**src/rtl/cpu_debug_pkg.sv**
```systemverilog
// +--------------------------------------------------------------------------+
// | cpu_debug_pkg : shared constants and types for the CPU trace streamer     |
// | Revision      : 1.0                                                       |
// +--------------------------------------------------------------------------+
`default_nettype none

package cpu_debug_pkg;

  localparam logic [7:0] c_HDR_MAGIC = 8'hA5;

  typedef enum logic [1:0] {
    ST_IDLE = 2'd0,
    ST_META = 2'd1,
    ST_REGS = 2'd2,
    ST_MEM  = 2'd3
  } state_t;

  localparam int c_W_HDR      = 0;
  localparam int c_W_CYCLE    = 1;
  localparam int c_W_PC       = 2;
  localparam int c_W_STALL    = 3;
  localparam int c_W_FLUSH    = 4;
  localparam int c_META_WORDS = 5;

  function automatic int frame_len(input int nregs, input int nmem);
    return c_META_WORDS + nregs + nmem;
  endfunction

endpackage

`default_nettype wire

```
**src/rtl/cpu_trace_streamer_if.sv**
```systemverilog
// +--------------------------------------------------------------------------+
// | cpu_trace_streamer_if : framed 32-bit valid/ready trace word stream       |
// | Revision              : 1.0                                               |
// +--------------------------------------------------------------------------+
`default_nettype none

interface cpu_trace_streamer_if;
  logic        out_valid;
  logic        out_ready;
  logic [31:0] out_data;
  logic        out_last;

  modport master (output out_valid, output out_data, output out_last, input out_ready);
  modport slave  (input out_valid, input out_data, input out_last, output out_ready);
endinterface

`default_nettype wire

```
**src/rtl/debug_counters.sv**
```systemverilog
// +--------------------------------------------------------------------------+
// | debug_counters : gated 32-bit cycle/stall/flush counters                  |
// | Revision       : 1.0                                                      |
// +--------------------------------------------------------------------------+
`default_nettype none

module debug_counters (
  input  wire logic        clk_i,
  input  wire logic        rst_i,
  input  wire logic        en_i,
  input  wire logic        stall_i,
  input  wire logic        flush_i,
  output logic [31:0]      cycle_nxt_o,
  output logic [31:0]      stall_nxt_o,
  output logic [31:0]      flush_nxt_o
);

  logic [31:0] r_cycle;
  logic [31:0] r_stall;
  logic [31:0] r_flush;

  // Next values are exported so a snapshot can include the current cycle's events.
  assign cycle_nxt_o = r_cycle + {31'd0, en_i};
  assign stall_nxt_o = r_stall + {31'd0, en_i & stall_i};
  assign flush_nxt_o = r_flush + {31'd0, en_i & flush_i};

  always_ff @(posedge clk_i) begin
    if (rst_i) begin
      r_cycle <= 32'd0;
      r_stall <= 32'd0;
      r_flush <= 32'd0;
    end else begin
      r_cycle <= cycle_nxt_o;
      r_stall <= stall_nxt_o;
      r_flush <= flush_nxt_o;
    end
  end

endmodule

`default_nettype wire

```
**src/rtl/cpu_trace_streamer.sv**
```systemverilog
// +--------------------------------------------------------------------------+
// | cpu_trace_streamer : freezes the CPU and streams a state snapshot frame   |
// | Revision           : 1.0                                                  |
// +--------------------------------------------------------------------------+
`default_nettype none

module cpu_trace_streamer
  import cpu_debug_pkg::*;
#(
  parameter int NUM_REGS  = 32,
  parameter int MEM_WORDS = 8
) (
  input  wire logic               clk_i,
  input  wire logic               rst_i,
  input  wire logic               start_i,
  input  wire logic               snap_i,
  input  wire logic [31:0]        pc_i,
  input  wire logic               stall_i,
  input  wire logic               flush_i,
  output logic [4:0]              reg_addr_o,
  input  wire logic [31:0]        reg_data_i,
  output logic [31:0]             mem_addr_o,
  input  wire logic [31:0]        mem_data_i,
  output logic                    freeze_o,
  output logic                    busy_o,
  cpu_trace_streamer_if.master    strm
);

  localparam int c_FRAME_LEN = frame_len(NUM_REGS, MEM_WORDS);
  localparam int c_PW        = $clog2(c_FRAME_LEN + 1);

  localparam logic [c_PW-1:0] c_ONE_P      = c_PW'(1);
  localparam logic [c_PW-1:0] c_CYCLE_P    = c_PW'(c_W_CYCLE);
  localparam logic [c_PW-1:0] c_PC_P       = c_PW'(c_W_PC);
  localparam logic [c_PW-1:0] c_STALL_P    = c_PW'(c_W_STALL);
  localparam logic [c_PW-1:0] c_FLUSH_P    = c_PW'(c_W_FLUSH);
  localparam logic [c_PW-1:0] c_REG_P      = c_PW'(c_META_WORDS);
  localparam logic [c_PW-1:0] c_MEM_P      = c_PW'(c_META_WORDS + NUM_REGS);
  localparam logic [c_PW-1:0] c_LAST_P     = c_PW'(c_FRAME_LEN - 1);
  localparam logic [c_PW-1:0] c_REG_LAST_P = c_PW'(c_META_WORDS + NUM_REGS - 1);

  state_t          r_state;
  logic [c_PW-1:0] r_ptr;
  logic [15:0]     r_seq;
  logic [7:0]      r_drop_cnt;
  logic [7:0]      r_drop_rep;
  logic [31:0]     r_cyc;
  logic [31:0]     r_pc;
  logic [31:0]     r_stl;
  logic [31:0]     r_fls;

  logic [31:0]     w_cycle_nxt;
  logic [31:0]     w_stall_nxt;
  logic [31:0]     w_flush_nxt;
  logic [c_PW-1:0] w_nxt;
  logic            w_is_reg;
  logic            w_is_mem;
  logic            w_hs;
  logic            w_final;
  logic            w_drop;
  logic [7:0]      w_drop_sat;
  logic [31:0]     w_next_word;

  debug_counters u_counters (
    .clk_i       (clk_i),
    .rst_i       (rst_i),
    .en_i        (start_i & ~freeze_o),
    .stall_i     (stall_i),
    .flush_i     (flush_i),
    .cycle_nxt_o (w_cycle_nxt),
    .stall_nxt_o (w_stall_nxt),
    .flush_nxt_o (w_flush_nxt)
  );

  assign w_nxt      = r_ptr + c_ONE_P;
  assign w_is_reg   = (w_nxt >= c_REG_P) && (w_nxt < c_MEM_P);
  assign w_is_mem   = (w_nxt >= c_MEM_P) && (w_nxt <= c_LAST_P);
  assign w_hs       = strm.out_valid & strm.out_ready;
  assign w_final    = w_hs && (r_ptr == c_LAST_P);
  assign w_drop     = snap_i && (r_state != ST_IDLE);
  assign w_drop_sat = (r_drop_cnt == 8'hFF) ? 8'hFF : r_drop_cnt + 8'd1;

  // Debug read addresses always point at the word that the next handshake loads.
  assign reg_addr_o = w_is_reg ? 5'(w_nxt - c_REG_P) : 5'd0;
  assign mem_addr_o = w_is_mem ? (32'(w_nxt - c_MEM_P) << 2) : 32'd0;

  always_comb begin
    w_next_word = mem_data_i;
    if (w_nxt == c_CYCLE_P)      w_next_word = r_cyc;
    else if (w_nxt == c_PC_P)    w_next_word = r_pc;
    else if (w_nxt == c_STALL_P) w_next_word = r_stl;
    else if (w_nxt == c_FLUSH_P) w_next_word = r_fls;
    else if (w_is_reg)           w_next_word = reg_data_i;
  end

  always_ff @(posedge clk_i) begin
    if (rst_i) begin
      r_state        <= ST_IDLE;
      r_ptr          <= '0;
      r_seq          <= 16'd0;
      r_drop_cnt     <= 8'd0;
      r_drop_rep     <= 8'd0;
      r_cyc          <= 32'd0;
      r_pc           <= 32'd0;
      r_stl          <= 32'd0;
      r_fls          <= 32'd0;
      freeze_o       <= 1'b0;
      busy_o         <= 1'b0;
      strm.out_valid <= 1'b0;
      strm.out_data  <= 32'd0;
      strm.out_last  <= 1'b0;
    end else begin
      if (w_drop) r_drop_cnt <= w_drop_sat;

      if (r_state == ST_IDLE) begin
        if (snap_i) begin
          r_state        <= ST_META;
          r_ptr          <= '0;
          r_cyc          <= w_cycle_nxt;
          r_pc           <= pc_i;
          r_stl          <= w_stall_nxt;
          r_fls          <= w_flush_nxt;
          freeze_o       <= 1'b1;
          busy_o         <= 1'b1;
          strm.out_valid <= 1'b1;
          strm.out_data  <= {c_HDR_MAGIC, r_drop_rep, r_seq};
          strm.out_last  <= 1'b0;
        end
      end else if (w_final) begin
        // Drops seen during this frame are reported in the next frame's header.
        r_state        <= ST_IDLE;
        r_ptr          <= '0;
        r_seq          <= r_seq + 16'd1;
        r_drop_rep     <= w_drop ? w_drop_sat : r_drop_cnt;
        r_drop_cnt     <= 8'd0;
        freeze_o       <= 1'b0;
        busy_o         <= 1'b0;
        strm.out_valid <= 1'b0;
        strm.out_data  <= 32'd0;
        strm.out_last  <= 1'b0;
      end else if (w_hs) begin
        r_ptr         <= w_nxt;
        strm.out_data <= w_next_word;
        strm.out_last <= (w_nxt == c_LAST_P);
        if (r_state == ST_META && r_ptr == c_FLUSH_P)
          r_state <= ST_REGS;
        else if (r_state == ST_REGS && r_ptr == c_REG_LAST_P)
          r_state <= ST_MEM;
      end
    end
  end

endmodule

`default_nettype wire
```
**src/flat_wrapper.sv**
```systemverilog
// flat-port wrapper written by rule: the top's interface ports become plain ports
module cpu_trace_streamer_flat import cpu_debug_pkg::*;
#(
  parameter int NUM_REGS  = 32,
  parameter int MEM_WORDS = 8
)
  (clk_i, rst_i, start_i, snap_i, pc_i, stall_i, flush_i, reg_addr_o, reg_data_i, mem_addr_o, mem_data_i, freeze_o, busy_o, strm_out_valid, strm_out_data, strm_out_last, strm_out_ready);
  cpu_trace_streamer_if strm_i ();
  input  wire logic clk_i;
  input  wire logic rst_i;
  input  wire logic start_i;
  input  wire logic snap_i;
  input  wire logic [31:0] pc_i;
  input  wire logic stall_i;
  input  wire logic flush_i;
  output logic [4:0] reg_addr_o;
  input  wire logic [31:0] reg_data_i;
  output logic [31:0] mem_addr_o;
  input  wire logic [31:0] mem_data_i;
  output logic freeze_o;
  output logic busy_o;
  output wire logic [$bits(strm_i.out_valid)-1:0] strm_out_valid;
  output wire logic [$bits(strm_i.out_data)-1:0] strm_out_data;
  output wire logic [$bits(strm_i.out_last)-1:0] strm_out_last;
  input wire logic [$bits(strm_i.out_ready)-1:0] strm_out_ready;
  assign strm_out_valid = strm_i.out_valid;
  assign strm_out_data = strm_i.out_data;
  assign strm_out_last = strm_i.out_last;
  assign strm_i.out_ready = strm_out_ready;
  cpu_trace_streamer #(.NUM_REGS(NUM_REGS), .MEM_WORDS(MEM_WORDS)) u_core (.clk_i(clk_i), .rst_i(rst_i), .start_i(start_i), .snap_i(snap_i), .pc_i(pc_i), .stall_i(stall_i), .flush_i(flush_i), .reg_addr_o(reg_addr_o), .reg_data_i(reg_data_i), .mem_addr_o(mem_addr_o), .mem_data_i(mem_data_i), .freeze_o(freeze_o), .busy_o(busy_o), .strm(strm_i));
endmodule
```
**config.mk**
```make
export PLATFORM = sky130hd
export DESIGN_NAME = cpu_trace_streamer_flat
export DESIGN_NICKNAME = d
export VERILOG_FILES = /design/src/rtl/cpu_debug_pkg.sv /design/src/rtl/cpu_trace_streamer_if.sv /design/src/rtl/debug_counters.sv /design/src/rtl/cpu_trace_streamer.sv /design/src/flat_wrapper.sv
export SDC_FILE = /design/constraint.sdc
export NUM_CORES = 1
export LEC_CHECK = 0
export BUFFER_PORTS_ARGS = -buffer_cell sky130_fd_sc_hd__buf_2
export CORE_MARGIN = 2
export CORE_UTILIZATION = 51
export CTS_BUF_LIST = sky130_fd_sc_hd__clkbuf_4 sky130_fd_sc_hd__clkbuf_8
export CTS_CLUSTER_DIAMETER = 120
export DETAILED_ROUTE_END_ITERATION = 7
export PLACE_DENSITY_LB_ADDON = 0.25
export SLEW_MARGIN = 20
export SYNTH_ARGS = -nofsm -noshare
export SYNTH_HDL_FRONTEND = slang
export SYNTH_HIERARCHICAL = 1
export SYNTH_SLANG_ARGS = --single-unit
export TNS_END_PERCENT = 1
```
**constraint.sdc**
```tcl
create_clock -name clk_i -period 3.3 [get_ports clk_i]
set_clock_uncertainty 0.15 [all_clocks]
set_input_delay 0.165 -clock clk_i [delete_from_list [all_inputs] [get_ports clk_i]]
set_output_delay 0.165 -clock clk_i [all_outputs]
set_load 0.1 [all_outputs]
```
[After elaboration in Yosys (flattened, before gate mapping)]
Index checks and enable logic that the tools add are counted.
Cells by class
  order comparisons: 4
  muxes and demuxes: 32
  reduce and logical (&&, ||, !) cells: 16
  $add $sub $neg: 8
  bitwise operators: 6
  equal/unequal tests: 12
Operators by type and width (count)
  2-to-1 mux 32 bit: 10
  adder 32 x 1 -> 32 bit: 3
  2-to-1 mux 8 bit: 4
  2-to-1 mux 6 bit: 4
  == test 6 bit, second input constant: 3
  adder 16 x 1 -> 16 bit, second input constant: 1
  == test 6 x 2 -> 1 bit, second input constant: 2
  == test 6 x 3 -> 1 bit, second input constant: 2
  2-to-1 mux 2 bit: 6
  adder 8 x 1 -> 8 bit, second input constant: 1
  == test 8 bit, second input constant: 1
  AND reduction 2 bit: 4
  2-to-1 mux 1 bit: 7
  subtractor 6 x 6 -> 7 bit, second input constant: 1
  adder 6 x 1 -> 6 bit, second input constant: 1
  == test 6 x 1 -> 1 bit, second input constant: 1
  >= comparator 6 x 3 -> 1 bit, second input constant: 1
  >= comparator 6 bit, second input constant: 1
  <= comparator 6 bit, second input constant: 1
  logical AND 1 bit: 6
  less-than comparator 6 bit, second input constant: 1
  2-to-1 mux 5 bit: 1
  subtractor 5 x 3 -> 5 bit, second input constant: 1
  AND 1 bit: 4
  other kinds (9): 11
Storage, ports and cells
  output and inout port bits: 73
  bits in registers: 298
  input bits: 103

[Depth between registers and ports, before layout]
Gate-level depths: netlist of run 1.
  depth in word-level cells: 11
  gate-level depth with buffers: 12

[Hierarchy]
Netlist of run 1, hierarchy kept.
By module, submodules not included
  cpu_trace_streamer: cells an instance 1340, instances 1, area an instance 10166.0 µm²
  debug_counters: cells an instance 585, instances 1, area an instance 5036.1 µm²

[Least setup slack after synthesis of run 1]
Ideal clock, no wire load.
  kind: register to output
  start: register u_core.r_ptr[0]
  end: output port mem_addr_o[10]
  cell stages (with the launch flop): 11
  setup slack: -1441 ps
  data arrival time: 4426 ps
  required time: 2985 ps
  buffers on the path: 2
  cells stage by stage: dfxtp_1 buf_2 inv_1 ha_1 nand2b_1 or2_2 a21oi_1 a2111o_1 a21o_1 nor2_1 buf_4
On the way
  word-level cells in the longest chain between the ends: 4
  elaborated cells between the ends (all ways): 6
RTL lines
  start: declaration: line cpu_trace_streamer.sv:43  | logic [c_PW-1:0] r_ptr;
  start signal: assignment: line cpu_trace_streamer.sv:142  | r_ptr <= w_nxt;
  adder 6 x 1 -> 6 bit *: line cpu_trace_streamer.sv:75  | assign w_nxt = r_ptr + c_ONE_P;
  >= comparator 6 bit / <= comparator 6 bit (equally long branches): line cpu_trace_streamer.sv:77  | assign w_is_mem = (w_nxt >= c_MEM_P) && (w_nxt <= c_LAST_P);
  logical AND 1 bit: line cpu_trace_streamer.sv:77
  2-to-1 mux 32 bit *: line cpu_trace_streamer.sv:85  | assign mem_addr_o = w_is_mem ? (32'(w_nxt - c_MEM_P) << 2) : 32'd0;
  end: declaration: line flat_wrapper.sv:18  | output logic [31:0] mem_addr_o;
Every way passes the cells marked *; elsewhere a longest branch is shown, timed or not.

[Final worst setup path of run 1]
  start: register u_core.r_ptr[1]
  end: output port mem_addr_o[12]
Same word-level chain as after synthesis.

==> impl_results.md, run 1 <==
* Die height at 177 um
* Setup Viol. Count Final at 0
* Total number of nets in the final design at 2230
* Library cell used as clock root buffer: clkbuf_8
* Layout fillers at 2582
* Global-route wire length before repair at 70400 um
* Sequential cell area at 5970 um2
* Shortest period the worst path allows at 3220 ps
* Number of buffers added by the clock tree synthesis step at 50
* Ys Warns at 6
* Remaining global-route overflow at 0
* Cells after synthesis at 1925
* Worst vdd rail ir drop at 0.324 mV
* Count of unique library cells instantiated by Yosys at 75
* Maximum number of pins on one net before global-route repair at 138
* Biggest cell delay along the critical path at 380 ps
* Source of the worst hold timing path: mem_data_i[10]
* Destination of the worst hold path: u_core/strm.out_data[10]$_SDFFE_PP0P_
* Reg2Reg Capture Point: u_core/strm.out_data[17]$_SDFFE_PP0P_
* Floorplan row count at 63
* Outcome: finished clean
* Clock Path Buffers at 3
* Layout cells sized above 1 at 18.8%
* CTS tree: built
* Endpoint arrival time on the critical path at 2900 ps
* Worst setup EP type: output pin
* RR Startpoint: u_core/r_ptr[1]$_SDFFE_PP0P_
* Final clock period utilization by the worst path at 97.5%
* Crit path cell chain: inv_2 > ha_4 > nand2b_4 > or2_4 > a21oi_1 > a2111o_1 > a21o_4 > nor2_4 > clkbuf_16 > buf_16
* Count of max-cap constraint violations at 0
* Actual transition at the worst max-transition pin at 895 ps
* Area of the die at 31200 um2
* Slowest stage cell on the critical path: dfxtp_4
* Routed wire length at 45000 um
* RSZ-0062 raised after global routing: yes
* Hold Crit Class: in2reg
* Number of failing hold endpoints at the final stage at 0
* Cell count of the worst reg-to-reg path at 9
* Clk Latency, worst-skew pair at 590 ps
* Total of flip-flops plus latches after synthesis at 298
* Vias/cell at 5.88
* Min setup slack post-route at 81.8 ps
* Top fanout value on the critical path at 7
* Lkg Pwr at 7.47 nW
* Starting density of the core at 51.6%
* Final HPWL from detailed placement at 30900 um
* Combined area of the multi-input logic cells at 8470 um2
* Global routing usage summed across all routing layers at 27.8%
* Number of vias in the routed layout at 15000
* H-tree depth at 2
* Post-route antenna net violation count at 0
* Die extent in x at 177 um
* Post-CTS setup buffers at 0
* Top-level port count at 176
* Worst path bufs/invs at 3
* Average cell area after synthesis at 7.90 um2
* Worst setup timing slack at the placement stage at 237 ps
* Drt drc at 0
* GPL Wtd Cong at 0.920
* Sequential fraction of the synthesis area at 39.2%
* Pins over their slew limit at 0
* M1 GR Usage at 39.4%
* Initial antenna violation count at 3
* Met2 GRT Util at 42.8%
* Max_slew headroom at 40.3%
* Cell area power density at 458 nW/um2
* Worst setup path class: reg2out
* Largest delay share family, worst path: compound AO/OA/AOI/OAI gates
* Kind of start point of the critical path: register
* Iteration count of the initial detailed-routing pass at 5
* TNS Setup at 0 ps
* Required time of the critical path at 2980 ps
* Detail-routed net length per standard cell at 17.7 um
* FF-to-FF setup slack at 100 ps
* Clock Sink Count at 298
* Routing layer with the top usage in global route: met2
* Post-synthesis to final-layout area growth at 24.2%
* Number of synthesized flops with an enable pin at 0
* Standard cell core area at 29500 um2
* Number of cells traversed by the worst hold path at 4
* Primary flip-flop cell chosen by synthesis mapping: dfxtp_1
* Via count of the first global-routing pass at 13600
* Fmax at 311 MHz
* # port buffers at 173
* Async set-reset flop share out of synthesis at 0%
* Iteration-0 DRC Markers at 1611
* CTS clk-pin slew, worst paths at 60 ps
* Combined area of all synthesized cells at 15200 um2
* Met3 track utilization from global routing at 4.27%
[what timing repair did]
item | CTS | global route
cloned | 1 | 2
resized for setup | 9 | 27
endpoints found under the setup margin | 30 | 43
pin swaps | 1 | 4
hold buffers | 87 | 0
hold endpoints to repair | 79 | 0
[per-stage QoR]
step / instances / hold slack, ps / cell area (um2) / util [%] / power (mW)
floorplan: 1926 / 151 / 15200 / - / 4.65
global placement: 2361 / 258 / 16700 / 56.6 / 5.00
detailed placement: 2361 / 264 / 16700 / 56.6 / 5.01
CTS: 2540 / 1.42 / 18700 / 63.5 / 8.68
global route: 2545 / 18.5 / 18900 / 64.1 / 8.97
finish: 2545 / 42.1 / 18900 / 64.1 / 8.66
[cell usage after synthesis, types with 10 or more instances]
| library cell | number | area share [%] |
|---|---|---|
| nand2_1 | 365 | 9.0 |
| dfxtp_1 | 298 | 39 |
| a21oi_1 | 251 | 8.3 |
| nor2_1 | 131 | 3.2 |
| clkbuf_1 | 103 | 2.5 |
| nand3_1 | 72 | 2.4 |
| nor2b_1 | 68 | 2.8 |
| and3_1 | 48 | 2.0 |
| nand4_1 | 44 | 1.8 |
| xnor2_1 | 44 | 2.5 |
| o21ai_0 | 43 | 1.4 |
| xor2_1 | 35 | 2.0 |
| buf_4 | 31 | 1.5 |
| o221a_2 | 28 | 2.1 |
| mux2_2 | 26 | 1.9 |
| o32ai_1 | 25 | 1.4 |
| a21boi_0 | 23 | 1.1 |
| buf_2 | 23 | 0.76 |
| o221a_1 | 22 | 1.6 |
| or3_1 | 22 | 0.91 |
| inv_1 | 19 | 0.47 |
| and4_1 | 18 | 1.0 |
| nor3_1 | 15 | 0.49 |
| ha_1 | 14 | 1.2 |
| a211oi_1 | 13 | 0.64 |
| and2_1 | 11 | 0.45 |
| o31ai_1 | 11 | 0.54 |
| or4_1 | 11 | 0.54 |
| nor4_1 | 10 | 0.41 |
[flip-flops by register name, summed over array words and instances, names as in the netlist, 8 cells and up]
signal                     flops
u_core/r_pc                   32
u_core/u_counters/r_stall     32
u_core/r_drop_cnt              8
u_core/r_cyc                  32
u_core/r_stl                  32
u_core/u_counters/r_flush     32
u_core/r_drop_rep              8
u_core/strm.out_data          32
u_core/r_seq                  16
u_core/r_fls                  32
u_core/u_counters/r_cycle     32
[metal layers]
metal / vias to the layer above / wire [um]
met5: - / 0
met4: 0 / 1440
met3: 129 / 3520
met2: 676 / 20000
met1: 7015 / 20100
li1: 7156 / -
[cell families (layout without fill, tap and decap cells)]
logic type,count (synthesis),after routing,synth area share [%]
buf+inv,187,413,5.78
flops,298,298,39.2
fa+ha+maj,14,14,1.15
xor+xnor,80,80,4.66
simple gates,846,846,26.9
other cells,1,5,0.0247
compound gates,469,469,20.1
mux,30,30,2.19
[cell usage in the layout, fill, tap and decap left out, types with 23 or more instances in the layout]
cell	netlist	routed
buf_2	23	138
o221a_2	28	28
xor2_1	35	35
and3_1	48	47
buf_12	0	35
nor2b_1	68	68
a21boi_0	23	23
nand2_1	365	362
a21oi_1	251	250
o32ai_1	25	25
nand4_1	44	44
xnor2_1	44	44
dfxtp_1	298	295
nand3_1	72	72
o21ai_0	43	42
clkbuf_8	0	65
nor2_1	131	123
dlygate4sd3_1	0	86
mux2_2	26	26
buf_4	31	33
[worst max path at each step]
stage	slack, ps	depth (start not counted)	end	startpoint
floorplan	-310	11	reg_addr_o[0]	u_core/r_ptr[0]$_SDFFE_PP0P_
global placement	330	9	reg_addr_o[0]	u_core/r_ptr[1]$_SDFFE_PP0P_
detailed placement	240	9	reg_addr_o[1]	u_core/r_ptr[1]$_SDFFE_PP0P_
CTS	-40	9	reg_addr_o[0]	u_core/r_ptr[1]$_SDFFE_PP0P_
global route	-40	10	mem_addr_o[13]	u_core/r_ptr[1]$_SDFFE_PP0P_
finish	80	10	mem_addr_o[12]	u_core/r_ptr[1]$_SDFFE_PP0P_
[power breakdown]
| group | internal, mW | switching, mW | total [mW] |
|---|---|---|---|
| registers | 3.69 | 0.0746 | 3.76 |
| logic | 0.355 | 0.926 | 1.28 |
| clock network | 2.09 | 1.52 | 3.61 |
| total | 6.14 | 2.52 | 8.66 |
[area by class of cell]
| class | instances | area share (%) |
|---|---|---|
| Multi-Input combinational cell | 1441 | 44.8 |
| Sequential cell | 298 | 31.6 |
| Timing Repair Buffer | 303 | 14.6 |
| Clock buffer | 80 | 5.33 |
| Tap cell | 390 | 2.58 |
| Clock inverter | 11 | 0.596 |
| Inverter | 19 | 0.378 |
| Antenna cell | 3 | 0.0398 |
[tightest hold or removal path: stages]
cell      delay, ps
buf_2            80
a21boi_0        170
o32ai_1         160
a21oi_1         160
(Power assumes the default switching activity.)
==> run 2, diff against run 1 <==
--- a/config.mk
+++ b/config.mk
@@ -12,6 +12,7 @@
 export CTS_CLUSTER_DIAMETER = 120
 export DETAILED_ROUTE_END_ITERATION = 7
 export PLACE_DENSITY_LB_ADDON = 0.25
+export REMOVE_ABC_BUFFERS = 1
 export SLEW_MARGIN = 20
 export SYNTH_ARGS = -nofsm -noshare
 export SYNTH_HDL_FRONTEND = slang
==> constraint.sdc (replaced) <==
create_clock -name clk_i -period 2.7 [get_ports clk_i]
set_clock_uncertainty 0.15 [all_clocks]
set_input_delay 0.27 -clock clk_i [delete_from_list [all_inputs] [get_ports clk_i]]
set_output_delay 0.27 -clock clk_i [all_outputs]
set_load 0.1 [all_outputs]
==> impl_results.md, run 2 (synthesis gave the netlist of run 1 again) <==
* Remaining global-route overflow at 0 (unchanged)
* Worst setup timing slack at the placement stage at -145 ps (-381 ps)
* Fin area at 19600 um2 (+4.0%)
* # port buffers at 173 (unchanged)
* Post-DP Area at 17300 um2 (+3.6%)
* Global routing usage summed across all routing layers at 27.9% (+0.13 points)
* Clock Sink Count at 298 (unchanged)
* Actual transition at the worst max-transition pin at 752 ps (-143 ps)
* Kind of start point of the critical path: register
* CTS clk-pin slew, worst paths at 70 ps (about the same)
* Outcome: finished with violations
* Iteration count of the initial detailed-routing pass at 7 (+2)
* Top fanout value on the critical path at 6 (-1)
* Number of buffers added by the clock tree synthesis step at 51 (+2.0%)
* Commonest non-fill, non-tap cell in the layout: nand2_1
* Floorplan row count at 63 (unchanged)
* Share of the core filled with cells at 66.6% (+2.6 points)
* Final HPWL from detailed placement at 30400 um (-1.5%)
* Number of failing hold endpoints at the final stage at 0 (unchanged)
* Post-route antenna net violation count at 0 (unchanged)
* Violated checks: setup timing
* Sequential cell area at 5970 um2 (about the same)
* Final instance count without filler cells at 2592 (+1.8%)
* Drt drc at 0 (unchanged)
* Vias/cell at 5.78 (-1.8%)
* Global-route wire length before repair at 71100 um (+0.98%)
* Top library cells by usage in the layout, fill and taps aside: nand2_1 (362), dfxtp_1 (296), a21oi_1 (249)
* Final clock period utilization by the worst path at 119%
* Layout fillers at 2468 (-4.4%)
* Worst setup EP type: output pin
* Layout cells sized above 1 at 23.5% (+4.7 points)
* Die height at 177 um (unchanged)
* Clk Latency, worst-skew pair at 580 ps (about the same)
* CTS tree: built
* Fmax at 312 MHz
* Post-synthesis to final-layout area growth at 29.2%
* Endpoint arrival time on the critical path at 2780 ps (-120 ps)
* RSZ-0062 raised after global routing: yes
* FF-to-FF setup slack at 30 ps (-70 ps)
* Placed cells at 2424 (+2.7%)
* Overall power at 10.7 mW (+23%)
* Max_slew headroom at 49.6% (+9.3 points)
* Worst vdd rail ir drop at 0.391 mV (+20%)
* Die extent in x at 177 um (unchanged)
* Library cell used as clock root buffer: clkbuf_8
* Lkg Pwr at 7.82 nW (+4.7%)
* Hold Crit Class: in2reg
* Cell area power density at 544 nW/um2 (+19%)
* Count of max-cap constraint violations at 0 (unchanged)
* Total number of nets in the final design at 2271 (+1.8%)
* Via count of the first global-routing pass at 13900 (+2.3%)
* GPL Wtd Cong at 0.909 (-1.2%)
* Maximum number of pins on one net before global-route repair at 131 (-5.1%)
* Shortest period the worst path allows at 3200 ps
* Top-level port count at 176 (unchanged)
* Iteration-0 DRC Markers at 1404 (-13%)
* Number of cells traversed by the worst hold path at 5 (+1)
* Starting density of the core at 51.6% (unchanged)
* Pins over their slew limit at 0 (unchanged)
* Setup Viol. Count Final at 35 (+35)
* Combined area of the multi-input logic cells at 8720 um2 (+3.0%)
* Cell count of the worst reg-to-reg path at 10 (+1)
* Number of vias in the routed layout at 15000 (-0.020%)
* Min setup slack post-route at -501 ps (-582 ps)
* Detail-routed net length per standard cell at 17.4 um (-1.7%)
* Required time of the critical path at 2280 ps (-700 ps)
* Area of the die at 31200 um2 (unchanged)
* Worst setup path class: reg2out
* Initial antenna violation count at 8 (+5)
* Standard cell core area at 29500 um2 (unchanged)
* Clock Path Buffers at 3 (unchanged)
* H-tree depth at 2 (unchanged)
* Routed wire length at 45000 um (about the same)
==> run 2: cell count changes in the layout (fill, tap and decap cells not counted), sizes merged <==
cell | previous run | this run
buf | 214 | 286
dlymetal6s4s | 1 | 0
inv | 21 | 20
diode | 3 | 8
clkinvlp | 0 | 1
clkinv | 7 | 6
dlygate4sd3 | 86 | 57
clkbuf | 82 | 83
==> run 2: where the power goes <==
group | internal (mW) | total (mW) | switching, mW
Clock | 2.60 | 4.47 | 1.86
Sequential | 4.51 | 4.60 | 0.0885
Combinational | 0.476 | 1.62 | 1.14
Total | 7.59 | 10.7 | 3.10
==> run 2: layout make-up <==
| cell class | instances | area share, % |
|---|---|---|
| antenna | 8 | 0.102 |
| clock buffer | 83 | 5.24 |
| clock inverter | 10 | 0.554 |
| inverter | 19 | 0.376 |
| multi-input combinational | 1441 | 44.4 |
| sequential | 298 | 30.4 |
| tap | 390 | 2.48 |
| timing repair buffer | 343 | 16.4 |
==> run 2: worst paths after layout <==
check                                                  start                                    end
worst max register to register  u_core/r_ptr[0]$_SDFFE_PP0P_  u_core/strm.out_data[27]$_SDFFE_PP0P_
worst max-delay path            u_core/r_ptr[1]$_SDFFE_PP0P_                         mem_addr_o[23]
worst min-delay path                          mem_data_i[26]  u_core/strm.out_data[26]$_SDFFE_PP0P_
worst min register to register  u_core/r_stl[0]$_SDFFE_PP0P_           u_core/r_stl[0]$_SDFFE_PP0P_
==> run 2: stage by stage <==
stage | TNS, ps | hold slack (ps)
floorplan | -1793170 | 189
global placement | -2000 | 290
detailed placement | -3860 | 296
CTS | -14090 | 0.776
global route | -20220 | 43.8
finish | -14540 | 12.7
==> run 2: routing by layer <==
metal  GRT usage, %  vias to the layer above  share of wire, %
met5              0                        -                 0
met4           11.8                        0               3.5
met3           3.63                      104               5.4
met2           45.3                      481                47
met1           37.5                     7130                44
li1               -                     7258                 -
==> run 2: timing repair <==
action / in CTS / in global routing
endpoints found under the hold margin: 69 / 0
endpoints found under the setup margin: 53 / 99
pin swaps: 7 / 6
hold buffers: 57 / 0
gates cloned: 3 / 0
gates resized for setup: 50 / 48
setup buffers: 7 / 0
==> run 2: worst max-delay path: stages (launching register included) <==
cell and delay [ps]:
dfxtp_2 360, inv_2 60, ha_4 260, nand2b_4 110, or2_4 120, a21oi_2 50, a2111o_1 330, a21o_1 200
nor2_4 140, buf_6 120, buf_6 100, buf_16 160, buf_16 180
